==> src/rtl/targeting_pkg.sv <==
// Shared targeting/launcher types, encodings and default timing constants.
// Queued fire in cooldown is enabled with the PROTON_FIRE_QUEUE_EN macro.
package targeting_pkg;

    typedef enum logic [2:0] {
        L_READY    = 3'd0,
        L_CHARGE   = 3'd1,
        L_RELEASE  = 3'd2,
        L_COOLDOWN = 3'd3,
        L_EMPTY    = 3'd4
    } launcher_state_t;

    typedef enum logic [1:0] {
        SENS_NONE  = 2'd0,
        SENS_IR    = 2'd1,
        SENS_RADAR = 2'd2,
        SENS_LOCK  = 2'd3
    } sensor_code_t;

    typedef enum logic [1:0] {
        TGT_IDLE    = 2'd0,
        TGT_ACQUIRE = 2'd1,
        TGT_TRACK   = 2'd2,
        TGT_FIRE    = 2'd3
    } target_state_t;

    localparam int DEF_CHARGE_CYCLES   = 4;
    localparam int DEF_COOLDOWN_CYCLES = 8;
    localparam int DEF_MAX_AMMO        = 2;
    localparam int DEF_AMMO_W          = 4;
    localparam int TIMER_W             = 8;

    function automatic logic is_busy(input launcher_state_t s);
        return (s == L_CHARGE) || (s == L_RELEASE) || (s == L_COOLDOWN);
    endfunction

endpackage

==> src/rtl/proton_launcher_ctrl_launch_timer.sv <==
// Loadable 8-bit down-counter shared by the charge and cooldown phases.
// Counting stops at zero; load has priority over enable.
module launch_timer
    import targeting_pkg::*;
(
    input  logic               clk,
    input  logic               rst,
    input  logic               load,
    input  logic [TIMER_W-1:0] load_value,
    input  logic               enable,
    output logic               zero
);

    logic [TIMER_W-1:0] r_count;

    always_ff @(posedge clk) begin
        if (rst) begin
            r_count <= '0;
        end else if (load) begin
            r_count <= load_value;
        end else if (enable && !zero) begin
            r_count <= r_count - 1'b1;
        end
    end

    assign zero = (r_count == '0);

endmodule

==> src/rtl/proton_launcher_ctrl.sv <==
// Proton launcher sequencer: charge, release, cooldown, ammo and reload.
// Define PROTON_FIRE_QUEUE_EN to queue one fire request during cooldown.
module proton_launcher_ctrl
    import targeting_pkg::*;
#(
    parameter int CHARGE_CYCLES   = DEF_CHARGE_CYCLES,
    parameter int COOLDOWN_CYCLES = DEF_COOLDOWN_CYCLES,
    parameter int MAX_AMMO        = DEF_MAX_AMMO,
    parameter int AMMO_W          = DEF_AMMO_W
) (
    input  logic              clk,
    input  logic              rst,
    input  logic              proton_fire,
    input  logic              abort,
    input  logic              reload_req,
    output logic              reload_ack,
    output logic              torpedo_release,
    output logic              fire_rejected,
    output logic              launcher_busy,
    output logic              launcher_empty,
    output logic [AMMO_W-1:0] ammo_count
);

    localparam logic [TIMER_W-1:0] CHG_LD  = TIMER_W'(CHARGE_CYCLES - 1);
    localparam logic [TIMER_W-1:0] COOL_LD = TIMER_W'(COOLDOWN_CYCLES - 1);
    localparam logic [AMMO_W-1:0]  FULL    = AMMO_W'(MAX_AMMO);

    launcher_state_t    r_state, w_next;
    logic [AMMO_W-1:0]  r_ammo, w_ammo;
    logic               r_ack, w_ack;
    logic               r_rej, w_rej;
    logic               r_rel, r_busy, r_empty;
    logic               w_ld, w_en, w_zero;
    logic [TIMER_W-1:0] w_ldv;
`ifdef PROTON_FIRE_QUEUE_EN
    logic               r_pend, w_pend, w_pend_after;
`endif

    launch_timer u_timer (
        .clk        (clk),
        .rst        (rst),
        .load       (w_ld),
        .load_value (w_ldv),
        .enable     (w_en),
        .zero       (w_zero)
    );

    always_comb begin
        w_next = r_state;
        w_ammo = r_ammo;
        w_ack  = 1'b0;
        w_rej  = 1'b0;
        w_ld   = 1'b0;
        w_ldv  = '0;
        w_en   = 1'b0;
`ifdef PROTON_FIRE_QUEUE_EN
        w_pend       = r_pend;
        w_pend_after = r_pend;
`endif
        unique case (r_state)
            L_READY: begin
                if (proton_fire) begin
                    w_next = L_CHARGE;
                    w_ld   = 1'b1;
                    w_ldv  = CHG_LD;
                end else if (reload_req) begin
                    w_ammo = FULL;
                    w_ack  = 1'b1;
                end
            end
            L_CHARGE: begin
                w_rej = proton_fire;
                if (abort) begin
                    w_next = L_READY;
`ifdef PROTON_FIRE_QUEUE_EN
                    w_pend = 1'b0;
`endif
                end else if (w_zero) begin
                    w_next = L_RELEASE;
                    w_ammo = r_ammo - AMMO_W'(1);
                end else begin
                    w_en = 1'b1;
                end
            end
            L_RELEASE: begin
                w_rej  = proton_fire;
                w_next = L_COOLDOWN;
                w_ld   = 1'b1;
                w_ldv  = COOL_LD;
            end
            L_COOLDOWN: begin
`ifdef PROTON_FIRE_QUEUE_EN
                // abort drops any queued shot; a fire beside it is refused
                w_rej        = proton_fire && (r_pend || abort);
                w_pend_after = (r_pend || proton_fire) && !abort;
                w_pend       = w_pend_after;
`else
                w_rej = proton_fire;
`endif
                if (w_zero) begin
                    if (r_ammo == '0) begin
                        w_next = L_EMPTY;
`ifdef PROTON_FIRE_QUEUE_EN
                        w_rej  = w_rej || w_pend_after;
                        w_pend = 1'b0;
`endif
                    end else begin
                        w_next = L_READY;
`ifdef PROTON_FIRE_QUEUE_EN
                        w_pend = 1'b0;
                        if (w_pend_after) begin
                            w_next = L_CHARGE;
                            w_ld   = 1'b1;
                            w_ldv  = CHG_LD;
                        end
`endif
                    end
                end else begin
                    w_en = 1'b1;
                end
            end
            L_EMPTY: begin
                w_rej = proton_fire;
                if (reload_req) begin
                    w_next = L_READY;
                    w_ammo = FULL;
                    w_ack  = 1'b1;
                end
            end
            default: w_next = L_READY;
        endcase
    end

    // release strobe trails the RELEASE state so a reset there suppresses it
    always_ff @(posedge clk) begin
        if (rst) begin
            r_state <= L_READY;
            r_ammo  <= FULL;
            r_ack   <= 1'b0;
            r_rej   <= 1'b0;
            r_rel   <= 1'b0;
            r_busy  <= 1'b0;
            r_empty <= 1'b0;
        end else begin
            r_state <= w_next;
            r_ammo  <= w_ammo;
            r_ack   <= w_ack;
            r_rej   <= w_rej;
            r_rel   <= (r_state == L_RELEASE);
            r_busy  <= is_busy(w_next);
            r_empty <= (w_next == L_EMPTY);
        end
    end

`ifdef PROTON_FIRE_QUEUE_EN
    always_ff @(posedge clk) begin
        if (rst) begin
            r_pend <= 1'b0;
        end else begin
            r_pend <= w_pend;
        end
    end
`endif

    assign reload_ack      = r_ack;
    assign torpedo_release = r_rel;
    assign fire_rejected   = r_rej;
    assign launcher_busy   = r_busy;
    assign launcher_empty  = r_empty;
    assign ammo_count      = r_ammo;

endmodule

==> config.mk <==
export PLATFORM = sky130hd
export DESIGN_NAME = proton_launcher_ctrl
export DESIGN_NICKNAME = d
export VERILOG_FILES = /design/src/rtl/targeting_pkg.sv /design/src/rtl/proton_launcher_ctrl_launch_timer.sv /design/src/rtl/proton_launcher_ctrl.sv
export SDC_FILE = /design/constraint.sdc
export NUM_CORES = 1
export LEC_CHECK = 0
export ABC_AREA = 1
export CAP_MARGIN = 20
export CORE_ASPECT_RATIO = 2
export CORE_MARGIN = 4
export CORE_UTILIZATION = 30
export DETAILED_ROUTE_END_ITERATION = 12
export PLACE_DENSITY = 0.47
export SLEW_MARGIN = 20
export SYNTH_ARGS = -nofsm -noshare
export SYNTH_HDL_FRONTEND = slang
export SYNTH_HIERARCHICAL = 1
export SYNTH_SLANG_ARGS = --single-unit
export TNS_END_PERCENT = 30
==> constraint.sdc <==
create_clock -name clk -period 4.5 [get_ports clk]
set_input_delay 0.45 -clock clk [delete_from_list [all_inputs] [get_ports clk]]
set_output_delay 0.45 -clock clk [all_outputs]
set_load 0.005 [all_outputs]
==> results_dict.tcl, run 1 <==
set metrics [dict create \
    htree_levels 1 \
    cts_tree "built" \
    drv_slew 0 \
    total_power_mw 0.646 \
    globalRouteMet3Util_pct 1.51 \
    cts_setup_buffers 0 \
    fmax_mhz 492 \
    ctsLongestPathBuffers 2 \
    critical_path_class "reg2reg" \
    fin_nets 218 \
    initial_core_util_pct 31.3 \
    dieWidth_um 53.3 \
    clk_pin_slew_ns 0.08 \
    cts.sinks 20 \
    syn_area_um2 1230 \
    grt.busiest_layer "met2" \
    status "complete, no violations" \
    ios 14 \
    use_met1_pct 12.5 \
    leakagePower_nw 0.700 \
    hold_viol 0 \
    post-route-util_pct 38.4 \
    synthDominantCellAreaShare_pct 32.6 \
    worst_ep_required_time_ns 4.66 \
    avgSynthCellArea_um2 6.54 \
    dp_slack_ns 2.39 \
    detail-route-antenna-nets 0 \
    finalWorstSetupSlack_ns 2.47 \
    overflow 0 \
    clk_latency_ns 0.26 \
    final_common_cell "nand2_1" \
    finalCritPeriodShare_pct 45.2 \
    antenna_cells 0 \
    grt_pass1_vias 1258 \
    gp_congestion 0.837 \
    skew_ns 0.00326 \
    layout-drive-gt1-share_pct 16.3 \
    synth_cell_type_count 26 \
    worstPathArrival_ns 2.20 \
    antenna_found_initial 0 \
    grt_max_degree 13 \
    final_cell_mix "42 x nand2_1, 25 x nor2_1, 23 x nand3_1" \
    die-area_um2 5250 \
    setup_viol 0 \
    drc 0 \
    yosys_warnings 6 \
    power_density_nw_per_um2 429 \
    dp_hpwl_mm 2.66 \
    portBuffers 13 \
    ys_seq_elements 20 \
    seq_area_frac_synth_pct 32.6 \
    ir_drop_mv 0.279 \
    firstDrtPassIters 4 \
    endpoint_kind "register" \
    ys_top_cells_by_area "dfxtp_1 33%, nand2_1 13%, nand3_1 9.4%" \
    use_met2_pct 27.5 \
    drt_wl_total_mm 3.14 \
    cts-root-buf "clkbuf_8" \
    num_rows 32 \
    fin_crit_ns 2.03 \
    core_area_um2 3920 \
    fp.dieH_um 98.6 \
    setup_tns_ns 0 \
    startpoint_type "register" \
    critPathMaxFanout 7 \
    cts_hold_buf 0 \
    cts_buffers 3 \
    viasPerCell 4.57 \
    grt_usage_pct 13.8 \
    syn_inst 188 \
    routed-via-count 1183 \
    hold_class "reg2reg" \
    netlist.top_cell.by_area "dfxtp_1" \
    grt_setup_unrepaired "no" \
    syn_to_final_growth_pct 22.5 \
    post_drt_wl_per_cell_um 12.1 \
    drt_iter0_drc 16 \
    grt_first_pass_wirelength_mm 5.40 \
    max-cap-violations 0 \
    cts-resized-gates 0 \
]
## cell usage after synthesis
library cell   n
nand3b_1       1
conb_1         1
nand2_2        6
clkinv_2       1
dfxtp_1       20
nand4_1        3
inv_2          9
nand2_4        4
xnor2_1        2
nand2_1       42
nor3_1         3
nand3_1       23
a21oi_1        4
nor2_4         1
a31oi_1        1
nand3_2        2
inv_1         21
o21ai_1        1
nor3_2         1
nor2_2         4
clkbuf_1       1
nor2_1        25
o21ai_0        5
o22ai_1        1
ha_1           4
a21oi_2        2
## per-stage QoR
stage / std cells / hold WS, ns / instance area, um2
2_1_floorplan: 192 / 0.468 / 1240
3_3_place_gp: 255 / 0.493 / 1440
3_5_place_dp: 255 / 0.502 / 1440
4_1_cts: 259 / 0.518 / 1510
5_1_grt: 259 / 0.540 / 1510
6_report: 259 / 0.514 / 1510
## state kept, by name (all words and copies together) (netlist names)
register,flops
ammo_count,4
fire_rejected,1
launcher_busy,1
launcher_empty,1
r_state,3
reload_ack,1
torpedo_release,1
u_timer/r_count,8
## report_power, final
group	total, mW	internal, mW	switching [mW]
registers	0.218	0.198	0.0198
clock network	0.180	0.119	0.0610
logic	0.249	0.0897	0.159
total	0.646	0.406	0.240
## critical path, cell delays in order (launching register included)
cell and delay, ns:
dfxtp_1 0.33, inv_1 0.18, ha_1 0.18, nand2_1 0.06, nor2_1 0.40, nor2_1 0.10, nand3_1 0.13, nand2_1 0.14
inv_1 0.08, nor2_1 0.05, nand3_1 0.11, nand3_1 0.07, nand2_1 0.08, inv_1 0.04
## metal layers
layer / vias to the layer above / part of all wire [%]
li1: 622 / -
met1: 534 / 34
met2: 20 / 61
met3: 7 / 2.2
met4: 0 / 2.8
met5: - / 0
## area by class of cell
| type | count | area (um2) |
|---|---|---|
| clock buffer | 3 | 41.3 |
| fill | 464 | 2420 |
| inverter | 31 | 118 |
| tap | 51 | 63.8 |
| clock inverter | 1 | 30.0 |
| timing repair buffer | 13 | 130 |
| sequential | 20 | 400 |
| multi-input combinational | 140 | 723 |
## path summary, 6_finish.rpt
| kind | cells after the start | slack (ns) | start | endpoint |
|---|---|---|---|---|
| worst max-delay path | 13 | 2.47 | u_timer/r_count[0] | u_timer/r_count[5] |
| worst min-delay path | 2 | 0.51 | ammo_count[0] | ammo_count[0] |
| worst max register to register | 13 | 2.47 | u_timer/r_count[0] | u_timer/r_count[5] |
| worst min register to register | 2 | 0.51 | ammo_count[0] | ammo_count[0] |
## cell families (layout without fill, tap and decap cells)
| kind of cell | after synthesis | in the layout | synth area share, % |
|---|---|---|---|
| AND/OR/NAND/NOR | 115 | 115 | 45.3 |
| buffers and inverters | 32 | 48 | 9.87 |
| flip-flops | 20 | 20 | 32.6 |
| AO/OA/AOI/OAI | 14 | 14 | 6.51 |
| adder cells (fa/ha/maj) | 4 | 4 | 4.07 |
| XOR/XNOR | 2 | 2 | 1.42 |
| other | 1 | 5 | 0.305 |
Power figures use the tool's default switching activity.
==> run 2, diff against run 1 <==
==> constraint.sdc (replaced) <==
create_clock -name clk -period 2.11 [get_ports clk]
set_input_delay 0.211 -clock clk [delete_from_list [all_inputs] [get_ports clk]]
set_output_delay 0.211 -clock clk [all_outputs]
set_load 0.005 [all_outputs]
==> run 2 against run 1 <==
Compared with the run above: via count rose by 2.0%; sequential power rose by 110%; clock-buffer cell count unchanged; flip-flop and latch count did not move; hold slack worse by 0.017 ns; non-clock buffer count up 3; register-to-register slack worse by 2.2 ns; utilization grew 0.57 points; power increased by 120%; fmax rose by 8.2%; setup slack worse by 2.2 ns; critical path depth shrank 1.
==> results_dict.tcl, run 2 (synthesis gave the netlist of run 1 again) <==
set metrics [dict create \
    status "complete, no violations" \
    fin_cells 262 \
    ios 14 \
    drt_iter0_drc 22 \
    finalCritPeriodShare_pct 89.1 \
    crit_start "u_timer/r_count[0]" \
    grt_max_degree 13 \
    cts.sinks 20 \
    timing.rr.end "u_timer/r_count[3]" \
    cts-resized-gates 0 \
    critPathMaxFanout 7 \
    ctsLongestPathBuffers 2 \
    endpoint_kind "register" \
    hold_depth 2 \
    hold_viol 0 \
    cts-root-buf "clkbuf_8" \
    drt_wl_total_mm 3.22 \
    fin_nets 221 \
    portBuffers 13 \
    numPlacedInstances 258 \
    fp.dieH_um 98.6 \
    die-area_um2 5250 \
    setup_tns_ns 0 \
    layout-drive-gt1-share_pct 17.5 \
    cts_hold_buf 0 \
    max-cap-violations 0 \
    gp_congestion 0.871 \
    viasPerCell 4.61 \
    post_drt_wl_per_cell_um 12.3 \
    antenna_cells 0 \
    fin_crit_ns 1.88 \
    setup_viol 0 \
    grt_setup_unrepaired "no" \
    timing.hold.ws_ns 0.496 \
    cts_setup_buffers 0 \
    setup.worst_path.end "u_timer/r_count[3]" \
    worst_ep_required_time_ns 2.30 \
    stdcell_area_um2 1530 \
    final_common_cell "nand2_1" \
    r2r-start "u_timer/r_count[0]" \
    clk_pin_slew_ns 0.08 \
    hold_class "reg2reg" \
    ir_drop_mv 0.428 \
    final_cell_mix "42 x nand2_1, 25 x nor2_1, 23 x nand3_1" \
    fmax_mhz 532 \
    finalWorstSetupSlack_ns 0.230 \
    grt_first_pass_wirelength_mm 5.22 \
    reg2regPathDepth 12 \
    startpoint_type "register" \
    detail-route-antenna-nets 0 \
    grt_usage_pct 13.4 \
    initial_core_util_pct 31.3 \
    syn_to_final_growth_pct 24.3 \
    antenna_found_initial 0 \
    num_rows 32 \
    routed-via-count 1207 \
    worstPathArrival_ns 2.07 \
    reg2reg_slack_ns 0.23 \
    top_register "u_timer/r_count" \
    dpl_cell_area_um2 1460 \
    largest_reg_flops 8 \
    cts_buffers 3 \
    clk_latency_ns 0.26 \
    power_density_nw_per_um2 913 \
    dp_hpwl_mm 2.75 \
    core_area_um2 3920 \
    skew_ns 0.00512 \
    cts_tree "built" \
    overflow 0 \
    dieWidth_um 53.3 \
    critical_path_class "reg2reg" \
    leakagePower_nw 0.715 \
    dp_slack_ns 0.239 \
    drc 0 \
    grt_pass1_vias 1223 \
    drv_slew 0 \
    firstDrtPassIters 4 \
    htree_levels 1 \
]
run 2: cell types whose count changed in the layout (fill, tap and decap cells not counted), sizes merged:
cell,delta
buf,+3
run 2: power breakdown:
group	internal, mW	switching, mW
combinational	0.209	0.342
clock	0.253	0.127
sequential	0.422	0.0429
run 2: cell type report:
cell class / count / area [um2]
inverters: 31 / 118
multi-input cells: 140 / 723
clock buffers: 3 / 41.3
repair buffers: 16 / 153
well taps: 51 / 63.8
fillers: 455 / 2390
clock inverters: 1 / 30.0
flip-flops and latches: 20 / 400
run 2: worst max-delay path, stage by stage, from the launching register on:
cell and delay [ns]:
dfxtp_1 0.31, inv_1 0.17, ha_1 0.22, nand2_1 0.08
nor2_1 0.23, inv_2 0.07, nand2_1 0.13, nand2_1 0.15
nand2_4 0.13, nand2_4 0.07, clkinv_2 0.07, nand2_1 0.05
a21oi_1 0.12
run 2: layer usage:
layer | track usage (%) | wire length, um | up-vias
met2 | 27.2 | 1950 | 23
met4 | 8.46 | 130 | 0
met3 | 1.82 | 65 | 8
met5 | 0 | 0 | -
met1 | 10.6 | 1080 | 547
li1 | - | - | 629
run 2: worst min path at each step:
stage	slack [ns]	start	to
after floorplan	0.27	rst	ammo_count[2]
after global placement	0.50	u_timer/r_count[0]	u_timer/r_count[0]
after detailed placement	0.48	u_timer/r_count[0]	u_timer/r_count[0]
after CTS	0.50	u_timer/r_count[0]	u_timer/r_count[0]
after global routing	0.54	ammo_count[1]	ammo_count[1]
final	0.50	u_timer/r_count[0]	u_timer/r_count[0]
run 2: through the flow:
stage	utilization, %	power, mW
6_report	39.0	1.40
5_1_grt	39.0	1.50
4_1_cts	39.0	1.41
3_5_place_dp	37.1	1.03
3_3_place_gp	37.1	1.02
2_1_floorplan	-	0.863
